--- src/rtl/ysyx_25050147_pkg.sv ---
// Shared fetch-stage types: FSM state encoding, response codes and the
// {pc, inst, fault} bundle handed from fetch to decode.
`timescale 1ns/1ps
package ysyx_25050147_pkg;

   typedef enum logic [2:0] {
      S_IDLE,
      S_REQ,
      S_WAIT,
      S_OUT,
      S_NPC
   } fetch_state_e;

   localparam logic [31:0] RESET_PC_DEFAULT = 32'h8000_0000;
   localparam logic [1:0]  RESP_OKAY        = 2'b00;

   typedef struct packed {
      logic [31:0] pc;
      logic [31:0] inst;
      logic        fault;
   } fetch_bundle_t;

   function automatic logic pc_misaligned(input logic [1:0] pc_lsb);
      return pc_lsb != 2'b00;
   endfunction

endpackage

--- src/rtl/ysyx_25050147_fetch.sv ---
// Multi-cycle instruction fetch: one outstanding read on a handshaked
// read-only port, bundle presented to decode, then waits for the next PC.
`timescale 1ns/1ps
module ysyx_25050147_fetch
   import ysyx_25050147_pkg::*;
#(
   parameter int unsigned          ADDR_W   = 32,
   parameter logic [ADDR_W-1:0]    RESET_PC = ADDR_W'(RESET_PC_DEFAULT)
) (
   input  logic              clk,
   input  logic              rst,
   output logic [ADDR_W-1:0] araddr,
   output logic              arvalid,
   input  logic              arready,
   input  logic [31:0]       rdata,
   input  logic [1:0]        rresp,
   input  logic              rvalid,
   output logic              rready,
   output logic [ADDR_W-1:0] out_pc,
   output logic [31:0]       out_inst,
   output logic              out_fault,
   output logic              out_valid,
   input  logic              out_ready,
   input  logic [ADDR_W-1:0] npc,
   input  logic              npc_valid,
   output logic [31:0]       fetch_cnt
);

   fetch_state_e      state_q;
   logic [ADDR_W-1:0] pc_q;
   logic [31:0]       inst_q;
   logic              fault_q;
   logic              arvalid_q;
   logic              rready_q;
   logic              out_valid_q;
   logic [31:0]       cnt_q;
   logic [31:0]       cnt_d;

   always_comb begin
      cnt_d = cnt_q + 32'd1;
   end

   // Handshake outputs are registered alongside the state they belong to,
   // so each one is set on the transition into its state.
   always_ff @(posedge clk or negedge rst) begin
      if (!rst) begin
         state_q     <= S_IDLE;
         pc_q        <= RESET_PC;
         inst_q      <= '0;
         fault_q     <= 1'b0;
         arvalid_q   <= 1'b0;
         rready_q    <= 1'b0;
         out_valid_q <= 1'b0;
         cnt_q       <= '0;
      end else begin
         case (state_q)
            S_IDLE: begin
               arvalid_q <= !pc_misaligned(pc_q[1:0]);
               state_q   <= S_REQ;
            end
            S_REQ: begin
               if (pc_misaligned(pc_q[1:0])) begin
                  inst_q      <= '0;
                  fault_q     <= 1'b1;
                  arvalid_q   <= 1'b0;
                  out_valid_q <= 1'b1;
                  state_q     <= S_OUT;
               end else if (arready) begin
                  arvalid_q <= 1'b0;
                  rready_q  <= 1'b1;
                  state_q   <= S_WAIT;
               end
            end
            S_WAIT: begin
               if (rvalid) begin
                  inst_q      <= rdata;
                  fault_q     <= (rresp != RESP_OKAY);
                  rready_q    <= 1'b0;
                  out_valid_q <= 1'b1;
                  state_q     <= S_OUT;
               end
            end
            S_OUT: begin
               if (out_ready) begin
                  out_valid_q <= 1'b0;
                  cnt_q       <= cnt_d;
                  state_q     <= S_NPC;
               end
            end
            S_NPC: begin
               if (npc_valid) begin
                  pc_q      <= npc;
                  arvalid_q <= !pc_misaligned(npc[1:0]);
                  state_q   <= S_REQ;
               end
            end
            default: begin
               arvalid_q   <= 1'b0;
               rready_q    <= 1'b0;
               out_valid_q <= 1'b0;
               state_q     <= S_IDLE;
            end
         endcase
      end
   end

   assign araddr    = pc_q;
   assign arvalid   = arvalid_q;
   assign rready    = rready_q;
   assign out_pc    = pc_q;
   assign out_inst  = inst_q;
   assign out_fault = fault_q;
   assign out_valid = out_valid_q;
   assign fetch_cnt = cnt_q;

endmodule
--- config.mk ---
export PLATFORM = sky130hd
export DESIGN_NAME = ysyx_25050147_fetch
export DESIGN_NICKNAME = d
export VERILOG_FILES = /design/src/rtl/ysyx_25050147_pkg.sv /design/src/rtl/ysyx_25050147_fetch.sv
export SDC_FILE = /design/constraint.sdc
export NUM_CORES = 1
export LEC_CHECK = 0
export ABC_CLOCK_PERIOD_IN_PS = 3170
export CORE_AREA = 2 2 105 107
export CTS_CLUSTER_DIAMETER = 80
export DETAILED_ROUTE_END_ITERATION = 7
export DIE_AREA = 0 0 107 109
export PLACE_DENSITY_LB_ADDON = 0.1
export SLEW_MARGIN = 20
export SYNTH_ARGS = -nofsm -noshare
export SYNTH_HDL_FRONTEND = slang
export SYNTH_SLANG_ARGS = --single-unit
--- constraint.sdc ---
create_clock -name clk -period 3.17 [get_ports clk]
set_clock_uncertainty 0.2 [all_clocks]
set_input_delay 0.634 -clock clk [delete_from_list [all_inputs] [get_ports clk]]
set_output_delay 0.634 -clock clk [all_outputs]
set_load 0.01 [all_outputs]
==> results.cfg, run 1 <==
[setup_path]
startpoint = out_ready
start_kind = input pin
cp.arrival_ps = 2490
crit_type = input pin to flip-flop
crit_path_cell_trace = clkdlybuf4s50_1, and4b_1, nand4_2, nor4b_1, xor2_1
r2r_cells = 4
critPathRequiredTime_ps = 3260
crit_family = simple AND/OR/NAND/NOR gates
slowest_stage = clkdlybuf4s50_1
slowest_delay_ps = 530
end_kind = flip-flop
path_depth = 5
crit_buf_inv = 1
worst-path-max-fanout = 12
r2r-start = state_q[0]

[layout]
antenna_cells = 0
fin_nets = 661
drive_gt1_share_pct = 11.0
fin_cells = 733
syn2layout_area_growth_pct = 44.4

[sta]
setup_viol = 0
slew_violations = 0
rsz0062_at_grt = no
period_share_pct = 75.6
slew_headroom_pct = 61.9
period_minus_slack_ps = 2400
worst_pin_slew_ps = 571
final.setup.tns_ps = 0
timing.fmax_mhz = 417
whs_ps = 56.8
hold_viol = 0

[routing]
final_antenna_net_count = 0
drt_iter0_drc = 121
vias = 3517
drt_wl_total_um = 11000
drc = 0
wl_per_cell_um = 15.0
firstDrtPassIters = 4
via_per_inst = 4.80

[clock_tree]
cts.sinks = 103
clk_latency_ps = 360
post_cts_buffers = 0
clockRootBuffer = clkbuf_8
cts_max_level = 3
cts_max_path_buffers = 2
ctsResizeCount = 0
cts_tree = yes
cts_buffers = 9
clk_pin_slew_ps = 90
postCtsHoldBufs = 0

[logic_synthesis]
synth_edf_count = 0
yosysMostFrequentCell = dfrtp_1
ys_seq_area_share_pct = 54.1
ys_ff_latch = 103
synth_top_area_share_pct = 53.6
syn_inst = 418
yosys_warnings = 0
synth_top_family_by_area = multiplexers
synth.area.top_cells = dfrtp_1 54%, mux2_2 7.8%, mux2i_1 6.9%, buf_4 5.4%, nand2_1 3.6%
yosysUniqueCellTypes = 43
ys_top_cells_by_count = 102 x dfrtp_1, 46 x nand2_1, 37 x inv_1
synthMuxAreaShare_pct = 15.0
yosys.area_share.simple_pct = 13.1
yosysTopAreaCell = dfrtp_1
async_flop_share_pct = 100
avgSynthCellArea_um2 = 11.4
netlist_area_um2 = 4760
ys.flop_type = dfrtp_1
synthAdderAreaFrac_pct = 0.263
synth-compound-area-share_pct = 2.10
synth_nets = 491
synthXorXnorAreaFrac_pct = 5.70

[floorplanning]
die_w_um = 107
core-area_um2 = 10600
io-pin-count = 204
die_h_um = 109
placementRows = 38
die_area_um2 = 11700
start_util_pct = 44.9

[place]
io_buffers = 203
dpl.hpwl_um = 8190
gp_congestion = 0.825
dp_cells = 717

[global_routing]
grt_pass1_vias = 3566
antenna_found_initial = 0
grt_overflow_total = 0
grt_usage_pct = 19.4
grt_first_pass_wirelength_um = 17700
grt_max_degree = 61

[job]
maxCapViolCount = 0

[power]
p_per_area_nw_per_um2 = 795
max-vdd-ir-drop_v = 0.000534
p_leak_uw = 0.00299

[hold_path]
hp-class = input pin to asynchronous set/reset pin

[status]
outcome = finished, final reports clean
-- worst reg2reg max path, delay by kind of cell, from the launching register on --
kind          cells  cell delay (ps)
simple gates      3             1210
flops             1              630
xor+xnor          1              170
-- metrics by stage --
step                cell area, um^2  power [uW]  setup WS (ps)  utilization [%]
floorplan                      4760        3500           1220                -
global placement               6710        4720            429             63.3
detailed placement             6710        4790            437             63.3
CTS                            6880        5540            808             64.9
global route                   6880        5810            630             64.9
finish                         6880        5470            772             64.9
-- final cells by class --
| cell class | instances | area, um^2 |
|---|---|---|
| repair buffers | 208 | 2090 |
| fillers | 882 | 3720 |
| inverters | 37 | 139 |
| clock buffers | 15 | 166 |
| flip-flops and latches | 103 | 2580 |
| clock inverters | 1 | 5.00 |
| multi-input cells | 229 | 1720 |
| well taps | 140 | 175 |
-- cell usage in the layout, fill, tap and decap left out, types with 4 or more instances in the layout --
master / synthesis / routed
clkdlybuf4s50_1: 0 / 202
nor3b_1: 4 / 4
nor2_1: 12 / 11
dfrtp_1: 102 / 102
inv_1: 37 / 37
nand4_1: 7 / 7
a21oi_1: 5 / 5
clkbuf_8: 0 / 11
nor3_1: 7 / 7
mux2i_1: 33 / 33
mux2_2: 33 / 33
xor2_1: 19 / 19
xnor2_1: 12 / 12
nand2_1: 46 / 46
clkbuf_1: 7 / 4
buf_4: 34 / 4
nand3_1: 10 / 10
-- layer usage --
metal  track usage [%]  share of wire [%]  wire [um]
met1              25.5                 45       4920
met3              4.60                5.6        617
met2              32.2                 49       5340
met5                 0                  0          0
met4              5.57                1.0        111
-- flip-flops by register name, summed over array words and instances (netlist names) --
register   cells
state_q        3
fetch_cnt     32
arvalid        1
araddr        32
rready         1
out_inst      32
out_fault      1
out_valid      1
-- cells by family after synthesis --
kind of cell | after synthesis
compound gates | 16
xor+xnor | 31
fa+ha+maj | 1
buf+inv | 86
flops | 103
mux | 67
simple gates | 114
-- power breakdown --
| group | switching, uW | leakage [uW] | internal, uW |
|---|---|---|---|
| combinational | 1070 | 0.00154 | 1570 |
| sequential | 348 | 0.00136 | 1730 |
| clock | 412 | 0.0000877 | 330 |
| total | 1830 | 0.00299 | 3640 |
-- final timing paths --
check                                     end  slack [ps]
worst min register to register  fetch_cnt[31]         280
worst min-delay path              out_inst[4]          60
max in group asynchronous          araddr[31]        1920
min in group clk                fetch_cnt[31]         280
worst max-delay path            fetch_cnt[26]         770
worst max register to register  fetch_cnt[26]         890
Note: power is estimated with default switching activity, not from simulation.
==> inputs of run 2 (changes only) <==
ABC_CLOCK_PERIOD_IN_PS = 2380   (was 3170)
CORE_AREA = 2 2 109 111   (was 2 2 105 107)
DIE_AREA = 0 0 111 113   (was 0 0 107 109)
clock period = 2.38 ns   (was 3.17 ns; I/O delays follow)
==> run 2 against run 1 <==
- worst setup slack worse by 500 ps
- first-iteration DRC count is 14% higher
- highest routed layer unchanged
- via count is 2.0% higher
- clock power is 94% higher
- hold slack better by 210 ps
- combinational power is 37% higher
- largest cell class unchanged
- sequential power is 31% higher
- critical path depth is 1 lower
==> results.cfg, run 2 (synthesized netlist as in run 1, its figures left out) <==
[layout]
layout_commonest_cell = clkdlybuf4s50_1
antenna_cells = 0
syn2layout_area_growth_pct = 48.8
layout_common_cells = 202 x clkdlybuf4s50_1, 102 x dfrtp_1, 46 x nand2_1
drive_gt1_share_pct = 12.8
fin_nets = 671

[setup_path]
slowest_stage = or4_1
cp.arrival_ps = 2180
crit_path_cell_trace = nand4_1, or4_1, nor3_1, xor2_1
critPathRequiredTime_ps = 2450
start_kind = flip-flop
end_kind = flip-flop
worst-path-max-fanout = 7
crit_type = flip-flop to flip-flop
slowest_delay_ps = 730
r2r_slack_ps = 270

[clock_tree]
cts_buffers = 9
cts_max_path_buffers = 2
cts_max_level = 3
cts.sinks = 103
clk_latency_ps = 340
cts_tree = yes
ctsResizeCount = 0
clockRootBuffer = clkbuf_16
clk_pin_slew_ps = 70

[floorplanning]
die_w_um = 111
placementRows = 39
core-area_um2 = 11300
die_area_um2 = 12500
die_h_um = 113
io-pin-count = 204
start_util_pct = 42.3

[place]
pre_cts_slack_ps = -84.3
io_buffers = 203
dpl.hpwl_um = 8300
gp_congestion = 0.785

[routing]
wl_per_cell_um = 15.0
drt_iter0_drc = 138
drc = 0
via_per_inst = 4.81
final_antenna_net_count = 0
drt_wl_total_um = 11200
firstDrtPassIters = 4
vias = 3588

[hold_path]
hp-class = flip-flop to flip-flop

[sta]
slew_violations = 0
setup_viol = 0
timing.fmax_mhz = 474
hold_viol = 0
slew_headroom_pct = 69.2
worst_slack_ps = 271
worst_pin_slew_ps = 461
rsz0062_at_grt = no
whs_ps = 264
period_share_pct = 88.6
period_minus_slack_ps = 2110

[power]
p_leak_uw = 0.00309
max-vdd-ir-drop_v = 0.000749
p_per_area_nw_per_um2 = 1100

[global_routing]
grt_overflow_total = 0
antenna_found_initial = 0
grt_max_degree = 39
grt_first_pass_wirelength_um = 18200
grt_pass1_vias = 3608
grt_usage_pct = 17.8

[status]
outcome = finished, final reports clean

[job]
maxCapViolCount = 0
==> run 2: cell types whose count changed in the layout (fill, tap and decap cells not counted), sizes merged <==
| cell | before | now |
|---|---|---|
| clkbuf | 15 | 10 |
| clkinvlp | 0 | 1 |
| buf | 6 | 15 |
| dlygate4sd3 | 0 | 1 |
| bufinv | 0 | 1 |
| clkinv | 1 | 4 |
==> run 2: critical path, delay by kind of cell (launching register included) <==
kind,cells,cell delay (ps)
XOR/XNOR,1,160
AND/OR/NAND/NOR,3,1190
flip-flops,1,470
==> run 2: timing repair <==
| action | CTS | global route |
|---|---|---|
| hold buffers | 1 | 0 |
| endpoints found under the setup margin | 0 | 0 |
| buffers inserted | 0 | 0 |
| hold endpoints to repair | 21 | 0 |
==> run 2: final timing paths <==
check                               from       endpoint  cells past startpoint
setup / recovery            fetch_cnt[3]  fetch_cnt[25]                      4
hold / removal             fetch_cnt[31]  fetch_cnt[31]                      1
setup reg to reg            fetch_cnt[3]  fetch_cnt[25]                      4
hold reg to reg            fetch_cnt[31]  fetch_cnt[31]                      1
max in group asynchronous            rst     araddr[31]                      3
min in group asynchronous            rst    out_inst[3]                      2
==> run 2: stage by stage <==
step / power [uW] / cells / util, % / TNS [ps] / instance area (um^2)
3_5_place_dp: 6440 / 729 / 60.3 / -354 / 6790
3_3_place_gp: 6360 / 729 / 60.3 / -95.7 / 6790
6_report: 7800 / 746 / 62.9 / 0 / 7090
5_1_grt: 8250 / 746 / 62.9 / 0 / 7090
4_1_cts: 7920 / 746 / 62.9 / 0 / 7090
2_1_floorplan: 4660 / 418 / - / 0 / 4760
==> run 2: where the power goes <==
part / leakage, uW / switching (uW) / internal (uW) / total [uW]
clock network: 0.000142 / 625 / 812 / 1440
logic: 0.00159 / 1490 / 2150 / 3640
registers: 0.00136 / 407 / 2320 / 2720
==> run 2: area by class of cell <==
class / count / area [um^2]
clock inverter: 6 / 61.3
multi-input combinational: 229 / 1720
inverter: 37 / 139
timing repair buffer: 218 / 2180
clock buffer: 10 / 229
tap: 143 / 179
fill: 944 / 4180
sequential: 103 / 2580
==> run 2: routing by layer <==
metal | vias to the layer above | part of all wire, % | GRT usage, % | wire length, um
met5 | - | 0 | 0 | 0
met4 | 0 | 0.83 | 4.50 | 93
met3 | 8 | 5.8 | 4.71 | 653
met2 | 117 | 48 | 29.9 | 5370
met1 | 1746 | 45 | 23.3 | 5050
li1 | 1717 | - | - | -
==> inputs of run 3 (changes only) <==
PLACE_DENSITY = 0.91   (was default)
PLACE_DENSITY_LB_ADDON = default   (was 0.1)
==> run 3 against run 2 <==
- design area is 0.30% higher
- non-clock buffer count is 1 lower
- die area stayed put
- critical path depth is 1 higher
- largest power group unchanged
- fmax is 2.1% lower
- total power is 2.3% higher
==> results.cfg, run 3 (synthesized netlist as in run 1, its figures left out) <==
[layout]
fin_nets = 670
fin_cells = 745
fin_area_um2 = 7110
layout_common_cells = 202 x clkdlybuf4s50_1, 102 x dfrtp_1, 46 x nand2_1
syn2layout_area_growth_pct = 49.3
layout_commonest_cell = clkdlybuf4s50_1
drive_gt1_share_pct = 12.8
antenna_cells = 0

[clock_tree]
cts_tree = yes
cts_buffers = 9
cts_max_path_buffers = 2
cts.sinks = 103
clockRootBuffer = clkbuf_16
clk_latency_ps = 340
ctsResizeCount = 0
clk_pin_slew_ps = 70
post_cts_buffers = 0
cts_max_level = 3

[floorplanning]
io-pin-count = 204
die_h_um = 113
start_util_pct = 42.3
core-area_um2 = 11300
die_area_um2 = 12500
placementRows = 39
die_w_um = 111

[setup_path]
crit_path_end = fetch_cnt[20]
critPathRequiredTime_ps = 2370
worst-path-max-fanout = 6
start_kind = input pin
cp.arrival_ps = 2150
end_kind = flip-flop
crit_type = input pin to flip-flop
r2r_cells = 4
r2r_slack_ps = 240
reg2reg_to = fetch_cnt[20]
r2r-start = fetch_cnt[9]
startpoint = out_ready

[place]
io_buffers = 203
gp_congestion = 0.808
dp_cells = 728
dpl.hpwl_um = 9130
place_area_um2 = 6780

[sta]
final.setup.tns_ps = 0
worst_pin_slew_ps = 552
period_share_pct = 90.5
hold_viol = 0
whs_ps = 271
setup_viol = 0
timing.fmax_mhz = 464
slew_headroom_pct = 63.2
period_minus_slack_ps = 2150
slew_violations = 0
rsz0062_at_grt = no

[routing]
final_antenna_net_count = 0
drt_wl_total_um = 12100
drc = 0
drt_iter0_drc = 162
firstDrtPassIters = 4
wl_per_cell_um = 16.2
vias = 3680
via_per_inst = 4.94

[power]
p_leak_uw = 0.00310
p_per_area_nw_per_um2 = 1120
max-vdd-ir-drop_v = 0.000614
p_total_uw = 7980

[global_routing]
use_met2_pct = 35.2
antenna_found_initial = 0
grtUsageMet3_pct = 4.02
grt_max_degree = 61
grt_most_used_layer = met2
grt_pass1_vias = 3957
met1_usage_pct = 22.9
grt_overflow_total = 0
grt_usage_pct = 19.4
grt_first_pass_wirelength_um = 19800

[job]
maxCapViolCount = 0

[hold_path]
whs_path_depth = 1
hp-class = flip-flop to flip-flop

[status]
outcome = finished, final reports clean
[run 3: changes by cell type in the layout (fill, tap and decap cells not counted)]
cell | before | now
clkinvlp_4 | 1 | 0
buf_4 | 12 | 11
clkinv_2 | 3 | 1
clkbuf_8 | 0 | 3
clkbuf_1 | 1 | 0
clkinv_4 | 1 | 2
[run 3: repair_timing]
item	4_1_cts	5_1_grt
endpoints found under the hold margin	59	0
endpoints found under the setup margin	0	0
hold buffers	1	0
[run 3: worst min path at each step]
| stage | start | to | slack, ps |
|---|---|---|---|
| 6_report | fetch_cnt[31] | fetch_cnt[31] | 270 |
| 5_1_grt | fetch_cnt[31] | fetch_cnt[31] | 290 |
| 4_1_cts | fetch_cnt[31] | fetch_cnt[31] | 270 |
| 3_5_place_dp | fetch_cnt[31] | fetch_cnt[31] | 260 |
| 3_3_place_gp | fetch_cnt[31] | fetch_cnt[31] | 260 |
| 2_1_floorplan | rst | araddr[0] | -20 |
[run 3: power breakdown]
part	switching, uW	leakage [uW]	total, uW	internal, uW
Sequential	443	0.00136	2760	2320
Clock	618	0.000159	1520	903
Combinational	1530	0.00159	3700	2160
Total	2590	0.00310	7980	5390
[run 3: layout make-up]
type | count | area [um^2]
timing repair buffer | 217 | 2170
sequential | 103 | 2580
clock buffer | 12 | 267
fill | 877 | 4160
tap | 143 | 179
multi-input combinational | 229 | 1720
clock inverter | 4 | 52.6
inverter | 37 | 139
[run 3: critical path, cell delays in order]
cell and delay, ps:
clkdlybuf4s50_1 480, and4b_1 280, nand4_2 240, nor4_1 540
xor2_1 130
[run 3: metrics by stage]
stage	setup WS, ps	util (%)
floorplan	491	-
global placement	18.0	60.2
detailed placement	-50.0	60.2
CTS	235	63.1
global route	42.4	63.1
finish	225	63.1
[run 3: per-layer routing]
metal,part of all wire (%),wire length [um]
met1,39,4720
met2,53,6440
met3,5.4,654
met4,2.0,239
met5,0,0
